**config.mk**
```make
export PLATFORM = sky130hd
export DESIGN_NAME = reg_alu_seq
export DESIGN_NICKNAME = d
export VERILOG_FILES = /design/src/rtl/reg_alu_pkg.sv /design/src/rtl/reg_alu_decode.sv /design/src/rtl/reg_alu_seq.sv
export SDC_FILE = /design/constraint.sdc
export NUM_CORES = 1
export LEC_CHECK = 0
export CAP_MARGIN = 20
export CELL_PAD_IN_SITES_DETAIL_PLACEMENT = 1
export CELL_PAD_IN_SITES_GLOBAL_PLACEMENT = 1
export CORE_MARGIN = 1.5
export CORE_UTILIZATION = 42
export DETAILED_ROUTE_END_ITERATION = 8
export GPL_TIMING_DRIVEN = 0
export HOLD_SLACK_MARGIN = 0.02
export PLACE_DENSITY = 0.84
export SETUP_SLACK_MARGIN = 0.05
export SYNTH_ARGS = -nofsm -noshare
export SYNTH_HDL_FRONTEND = slang
export SYNTH_SLANG_ARGS = --single-unit
```
**constraint.sdc**
```tcl
create_clock -name clk -period 2.49 [get_ports clk]
set_input_delay 0.6225 -clock clk [delete_from_list [all_inputs] [get_ports clk]]
set_output_delay 0.6225 -clock clk [all_outputs]
set_load 0.05 [all_outputs]
```
**src/rtl/reg_alu_pkg.sv**
```systemverilog
// reg_alu_pkg: shared opcodes, field positions and control word
// for the reg_alu front end, decoder and future benches.
package reg_alu_pkg;

  localparam int DATA_W  = 16;
  localparam int ADDR_W  = 3;
  localparam int INSTR_W = 16;

  localparam logic [3:0] OP_NOP = 4'h0;
  localparam logic [3:0] OP_LDI = 4'h1;
  localparam logic [3:0] OP_ALU = 4'h2;
  localparam logic [3:0] OP_SLL = 4'h3;
  localparam logic [3:0] OP_SRL = 4'h4;
  localparam logic [3:0] OP_SRA = 4'h5;
  localparam logic [3:0] OP_SLT = 4'h6;
  localparam logic [3:0] OP_RPT = 4'hF;

  localparam int OPC_HI = 15;
  localparam int OPC_LO = 12;
  localparam int RD_HI  = 11;
  localparam int RD_LO  = 9;
  localparam int RA_HI  = 8;
  localparam int RA_LO  = 6;
  localparam int RB_HI  = 5;
  localparam int RB_LO  = 3;
  localparam int FN_HI  = 3;
  localparam int FN_LO  = 0;

  // Field order matches the reg_alu input list.
  typedef struct packed {
    logic              slt_sel;
    logic              sel;
    logic              main_sel;
    logic              sft_sel;
    logic              ryt_sft_sel;
    logic              wr;
    logic [1:0]        op;
    logic [3:0]        sft_op;
    logic [ADDR_W-1:0] rd_addr_a;
    logic [ADDR_W-1:0] rd_addr_b;
    logic [ADDR_W-1:0] wr_addr;
    logic [DATA_W-1:0] d_in;
  } ctrl_t;

  typedef enum logic [1:0] {
    S_DECODE,
    S_IMM,
    S_REPEAT
  } state_t;

endpackage

```
**src/rtl/reg_alu_decode.sv**
```systemverilog
// reg_alu_decode: combinational opcode to control-word decoder.
// d_in is left 0; the sequencer fills it for LDI.
module reg_alu_decode
  import reg_alu_pkg::*;
(
  input  logic [INSTR_W-1:0] instr,
  output ctrl_t              ctrl,
  output logic               is_issue,
  output logic               is_ldi,
  output logic               is_rpt,
  output logic               is_bad
);

  logic [3:0] opc;
  assign opc = instr[OPC_HI:OPC_LO];

  // Map each opcode to its control word and class flags.
  always_comb begin
    ctrl     = '0;
    is_issue = 1'b0;
    is_ldi   = 1'b0;
    is_rpt   = 1'b0;
    is_bad   = 1'b0;
    ctrl.rd_addr_a = instr[RA_HI:RA_LO];
    ctrl.rd_addr_b = instr[RB_HI:RB_LO];
    ctrl.wr_addr   = instr[RD_HI:RD_LO];
    unique case (1'b1)
      (opc == OP_NOP): ;
      (opc == OP_LDI): begin
        is_ldi        = 1'b1;
        ctrl.wr       = 1'b1;
        ctrl.main_sel = 1'b1;
      end
      (opc == OP_ALU): begin
        is_issue = 1'b1;
        ctrl.sel = 1'b1;
        ctrl.wr  = 1'b1;
        ctrl.op  = instr[1:0];
      end
      (opc == OP_SLL),
      (opc == OP_SRL),
      (opc == OP_SRA): begin
        is_issue         = 1'b1;
        ctrl.sel         = 1'b1;
        ctrl.main_sel    = 1'b1;
        ctrl.wr          = 1'b1;
        ctrl.sft_op      = instr[FN_HI:FN_LO];
        ctrl.sft_sel     = (opc != OP_SLL);
        ctrl.ryt_sft_sel = (opc == OP_SRA);
      end
      (opc == OP_SLT): begin
        is_issue         = 1'b1;
        ctrl.slt_sel     = 1'b1;
        ctrl.sel         = 1'b1;
        ctrl.sft_sel     = 1'b1;
        ctrl.ryt_sft_sel = 1'b1;
        ctrl.wr          = 1'b1;
      end
      (opc == OP_RPT): is_rpt = 1'b1;
      default: is_bad = 1'b1;
    endcase
  end

endmodule

```
**src/rtl/reg_alu_seq.sv**
```systemverilog
// reg_alu_seq: instruction sequencer driving reg_alu controls,
// with two-beat LDI and a repeat prefix.
module reg_alu_seq
  import reg_alu_pkg::*;
#(
  parameter int DATA_W = 16,
  parameter int ADDR_W = 3,
  parameter int CNT_W  = 16,
  parameter int RPT_W  = 4
) (
  input  logic              clk,
  input  logic              reset,
  input  logic              instr_valid,
  output logic              instr_ready,
  input  logic [15:0]       instr,
  output logic              slt_sel,
  output logic              sel,
  output logic              main_sel,
  output logic              sft_sel,
  output logic              ryt_sft_sel,
  output logic              wr,
  output logic [1:0]        op,
  output logic [3:0]        sft_op,
  output logic [ADDR_W-1:0] rd_addr_a,
  output logic [ADDR_W-1:0] rd_addr_b,
  output logic [ADDR_W-1:0] wr_addr,
  output logic [DATA_W-1:0] d_in,
  output logic              issue,
  output logic              illegal,
  output logic [CNT_W-1:0]  icount
);

  state_t           state_q, state_d;
  logic [RPT_W-1:0] rpt_q, rpt_d;
  ctrl_t            pend_q, pend_d;
  ctrl_t            out_q, out_d;
  logic             issue_q, issue_d;
  logic             ill_q, ill_d;
  logic [CNT_W-1:0] cnt_q, cnt_d;

  ctrl_t dec_ctrl;
  logic  dec_issue, dec_ldi, dec_rpt, dec_bad;
  logic  acc;

  reg_alu_decode u_dec (
    .instr    (instr),
    .ctrl     (dec_ctrl),
    .is_issue (dec_issue),
    .is_ldi   (dec_ldi),
    .is_rpt   (dec_rpt),
    .is_bad   (dec_bad)
  );

  assign instr_ready = reset & (state_q != S_REPEAT);
  assign acc = instr_valid & instr_ready;

  // Next state, repeat count and the control word to issue.
  always_comb begin
    state_d = state_q;
    rpt_d   = rpt_q;
    pend_d  = pend_q;
    out_d   = '0;
    issue_d = 1'b0;
    ill_d   = ill_q;
    unique case (state_q)
      S_DECODE: begin
        if (acc) begin
          unique case (1'b1)
            dec_issue: begin
              out_d   = dec_ctrl;
              issue_d = 1'b1;
              if (rpt_q != '0) begin
                pend_d  = dec_ctrl;
                state_d = S_REPEAT;
              end
            end
            dec_ldi: begin
              pend_d  = dec_ctrl;
              state_d = S_IMM;
            end
            dec_rpt: rpt_d = RPT_W'(instr[FN_HI:FN_LO]);
            dec_bad: begin
              ill_d = 1'b1;
              rpt_d = '0;
            end
            default: rpt_d = '0;
          endcase
        end
      end
      S_IMM: begin
        if (acc) begin
          out_d      = pend_q;
          out_d.d_in = instr;
          issue_d    = 1'b1;
          pend_d     = out_d;
          state_d    = (rpt_q != '0) ? S_REPEAT : S_DECODE;
        end
      end
      S_REPEAT: begin
        out_d   = pend_q;
        issue_d = 1'b1;
        rpt_d   = rpt_q - RPT_W'(1);
        if (rpt_q == RPT_W'(1)) state_d = S_DECODE;
      end
      default: state_d = S_DECODE;
    endcase
    cnt_d = cnt_q + CNT_W'(issue_d);
  end

  // State and registered outputs; reset drops pending work.
  always_ff @(posedge clk or negedge reset) begin
    if (!reset) begin
      state_q <= S_DECODE;
      rpt_q   <= '0;
      pend_q  <= '0;
      out_q   <= '0;
      issue_q <= 1'b0;
      ill_q   <= 1'b0;
      cnt_q   <= '0;
    end else begin
      state_q <= state_d;
      rpt_q   <= rpt_d;
      pend_q  <= pend_d;
      out_q   <= out_d;
      issue_q <= issue_d;
      ill_q   <= ill_d;
      cnt_q   <= cnt_d;
    end
  end

  assign slt_sel     = out_q.slt_sel;
  assign sel         = out_q.sel;
  assign main_sel    = out_q.main_sel;
  assign sft_sel     = out_q.sft_sel;
  assign ryt_sft_sel = out_q.ryt_sft_sel;
  assign wr          = out_q.wr;
  assign op          = out_q.op;
  assign sft_op      = out_q.sft_op;
  assign rd_addr_a   = out_q.rd_addr_a;
  assign rd_addr_b   = out_q.rd_addr_b;
  assign wr_addr     = out_q.wr_addr;
  assign d_in        = out_q.d_in;
  assign issue       = issue_q;
  assign illegal     = ill_q;
  assign icount      = cnt_q;

endmodule

```
==> run metrics <==
status finished, final reports clean; crit path launch type primary input; final instance area 5590 um2; CP max stage delay around 0.57 ns; routability cong. between 0.8 and 0.9; setup ws final around 0.094 ns; Final setup viols 0; Vias/cell ~5.6; Total Routing Usage GR around 23%; Area contributors post-synth dfrtp_1 (58%), a22o_1 (6.0%), mux2_4 (3.5%), a22oi_1 (3.2%), nand2b_1 (2.8%); pwr dens 1230 nW/um2; Die Height about 100 um; core box area roughly 9800 um2; Seq cells post-synth 98; Buffers on Ports 74; Worst Reg-to-Reg Cells 10; Synth Cell Area 4230 um2; CP Depth 9; Req. time, crit path 2.74 ns; Syn Area/Cell around 12 um2; first drt pass iteration count 4; drc violations 0; Final Hold Vio Count 0; Area Growth Syn to Fin 32.0%; Yosys top cell area share 58.0%; EDFF count, synth 0; Setup crit end icount[10]; root buffer cell clkbuf_8; crit path DAT between 2 and 3 ns; syn nets roughly 380; Hold Crit Class in2async; routed via count between 3000 and 4000; grt ovf 0; CP most frequent cell ha_4; Seq/Total Area, Yosys a little under 60%; CP endpoint kind register; n_diodes 0; Slew @ Worst Pin ~0.64 ns; IO Pins 75; Final Skew approximately 0.008 ns; H-tree levels 3; Yosys warnings 0; Worst Setup SP instr[14]; chip width between 100 and 150 um; Critical-path top delay cell clkdlybuf4s50_1; Critical path buffers and inverters 1; Clock Latency Late Sink around 0.37 ns; list of most frequent post-synthesis cells dfrtp_1 (98), a22o_1 (29), nand2b_1 (19), a22oi_1 (18), nand2_1 (16); cell taking the most area after synthesis dfrtp_1; unrepaired setup endpoints after global routing yes; CP Class in2reg; Post-DP Area between 5000 and 6000 um2; CTS tree yes; vias in the first global route 3469; Max VDD drop 0.536 mV; fin nets between 400 and 500; cells along the critical path clkdlybuf4s50_1 > and3_2 > and3b_2 > or2_4 > ha_4 > ha_4 > nand3_2 > nor2_2 > xor2_1; # clock sinks 98; Post-Syn Instances roughly 350; drt total wl 11800 um; FF-to-FF Start state_q[1]; Synth cell types between 40 and 50; min Tclk post-route between 2 and 2.5 ns; die area around 11000 um2; Async SR Flop Fraction 100%; Setup WS pre-CTS -1.21 ns; Max Cap Viol 0; dpl hpwl 7670 um; antenna violations before repair 0; f_max 417 MHz; Leak roughly 2.5 nW; setup slack, reg-to-reg 0.16 ns; delay-heaviest family, CP simple AND/OR/NAND/NOR gates; Initial Util 43.3%; Reg clk slew, reported paths 0.09 ns; number of max-slew violations in the final report 0; Row Count 36; wire per inst slightly above 20 um; global-route wire length before repair between 15000 and 20000 um; Detail Route Antenna Nets 0; most numerous cell in the Yosys netlist dfrtp_1; worst rel slew slack a little under 60%; share of cells above drive strength 1 14.9%; largest net degree at the start of global routing 40; clock buffer depth 2; Num CTS Buffers 9; worst r2r dst icount[10]; Critical Path Fanout Max 6; ys flop type dfrtp_1; DR iter-0 viols 102; worst hold slack around 0.050 ns; Power Total about 6.9 mW; Tcrit/Tclk final 96.2%
[routing by layer]
| layer | vias up | track usage [%] | share of wire (%) | wire, um |
|---|---|---|---|---|
| met1 | 1686 | 27.7 | 41 | 4850 |
| met2 | 101 | 41.2 | 52 | 6140 |
| met3 | 26 | 4.77 | 4.5 | 535 |
| met4 | 0 | 8.63 | 2.5 | 293 |
| met5 | - | 0 | 0 | 0 |
| li1 | 1456 | - | - | - |
[cell type report]
class	count	area (um2)
Buffer	21	114
Clock buffer	9	124
Clock inverter	7	91.3
Fill cell	1034	4190
Inverter	11	41.3
Multi-Input combinational cell	222	1690
Sequential cell	98	2450
Tap cell	133	166
Timing Repair Buffer	83	910
[kinds of logic (layout without fill, tap and decap cells)]
logic type / after synthesis / after routing / synth area share (%)
adder cells (fa/ha/maj): 5 / 5 / 1.48
XOR/XNOR: 15 / 15 / 3.10
buffers and inverters: 33 / 131 / 3.61
flip-flops: 98 / 98 / 58.0
AO/OA/AOI/OAI: 95 / 95 / 16.4
AND/OR/NAND/NOR: 90 / 90 / 12.2
multiplexers: 17 / 17 / 5.23
[how the worst min path moves through the flow]
stage                 start           end  slack [ns]  cells after the start
floorplan             reset       d_in[0]        0.33                      0
global placement    illegal       illegal        0.45                      1
detailed placement  illegal       illegal        0.45                      1
CTS                   reset  rd_addr_a[2]        0.08                      1
global route          reset    icount[12]        0.05                      1
finish                reset    pend_q[20]        0.05                      1
[flip-flops by register name (all words and copies together) (netlist names)]
name,flops
main_sel,1
op,2
slt_sel,1
state_q,2
sft_op,4
wr_addr,3
sel,1
sft_sel,1
illegal,1
issue,1
rd_addr_a,3
rpt_q,4
wr,1
icount,16
pend_q,37
d_in,16
rd_addr_b,3
ryt_sft_sel,1
[layout by cell type, fill, tap and decap left out, drive strengths merged, types with 3 or more instances in the layout]
cell type      Yosys  final
a22oi             18     18
xor2               7      7
mux2              11     11
and3               4      4
dfrtp             98     98
nor3               8      8
a21o               5      5
a22o              29     29
nand4              5      5
or2                3      3
a21oi             10     10
o21ai             19     19
nand3              6      6
nand2             16     16
a31oi              5      5
buf               12     18
nand2b            19     19
mux2i              6      6
clkinv             0      3
nor2              13     13
a32o               3      3
inv               11     12
clkbuf            10     21
ha                 5      5
xnor2              8      8
clkdlybuf4s50      0     71
[per-stage QoR]
step           TNS (ns)  util, %  instances
6_report              0     57.2        584
4_1_cts               0     56.5        580
3_3_place_gp    -664.08     52.6        560
3_5_place_dp     -33.00     52.8        561
5_1_grt               0     57.2        584
2_1_floorplan         0        -        353
[repair_timing]
action	in CTS	in global routing
pin swaps	1	3
setup endpoints to repair	32	10
cloned	2	1
gates resized for setup	20	7
setup buffers	2	3
endpoints found under the hold margin	0	0
hold buffers	0	0
[power breakdown]
group	total, mW	internal, mW	switching (mW)
combinational	3.25	1.26	2.00
sequential	2.47	2.14	0.332
clock	1.13	0.564	0.563
total	6.86	3.96	2.89
Note: power is estimated with default switching activity, not from simulation.
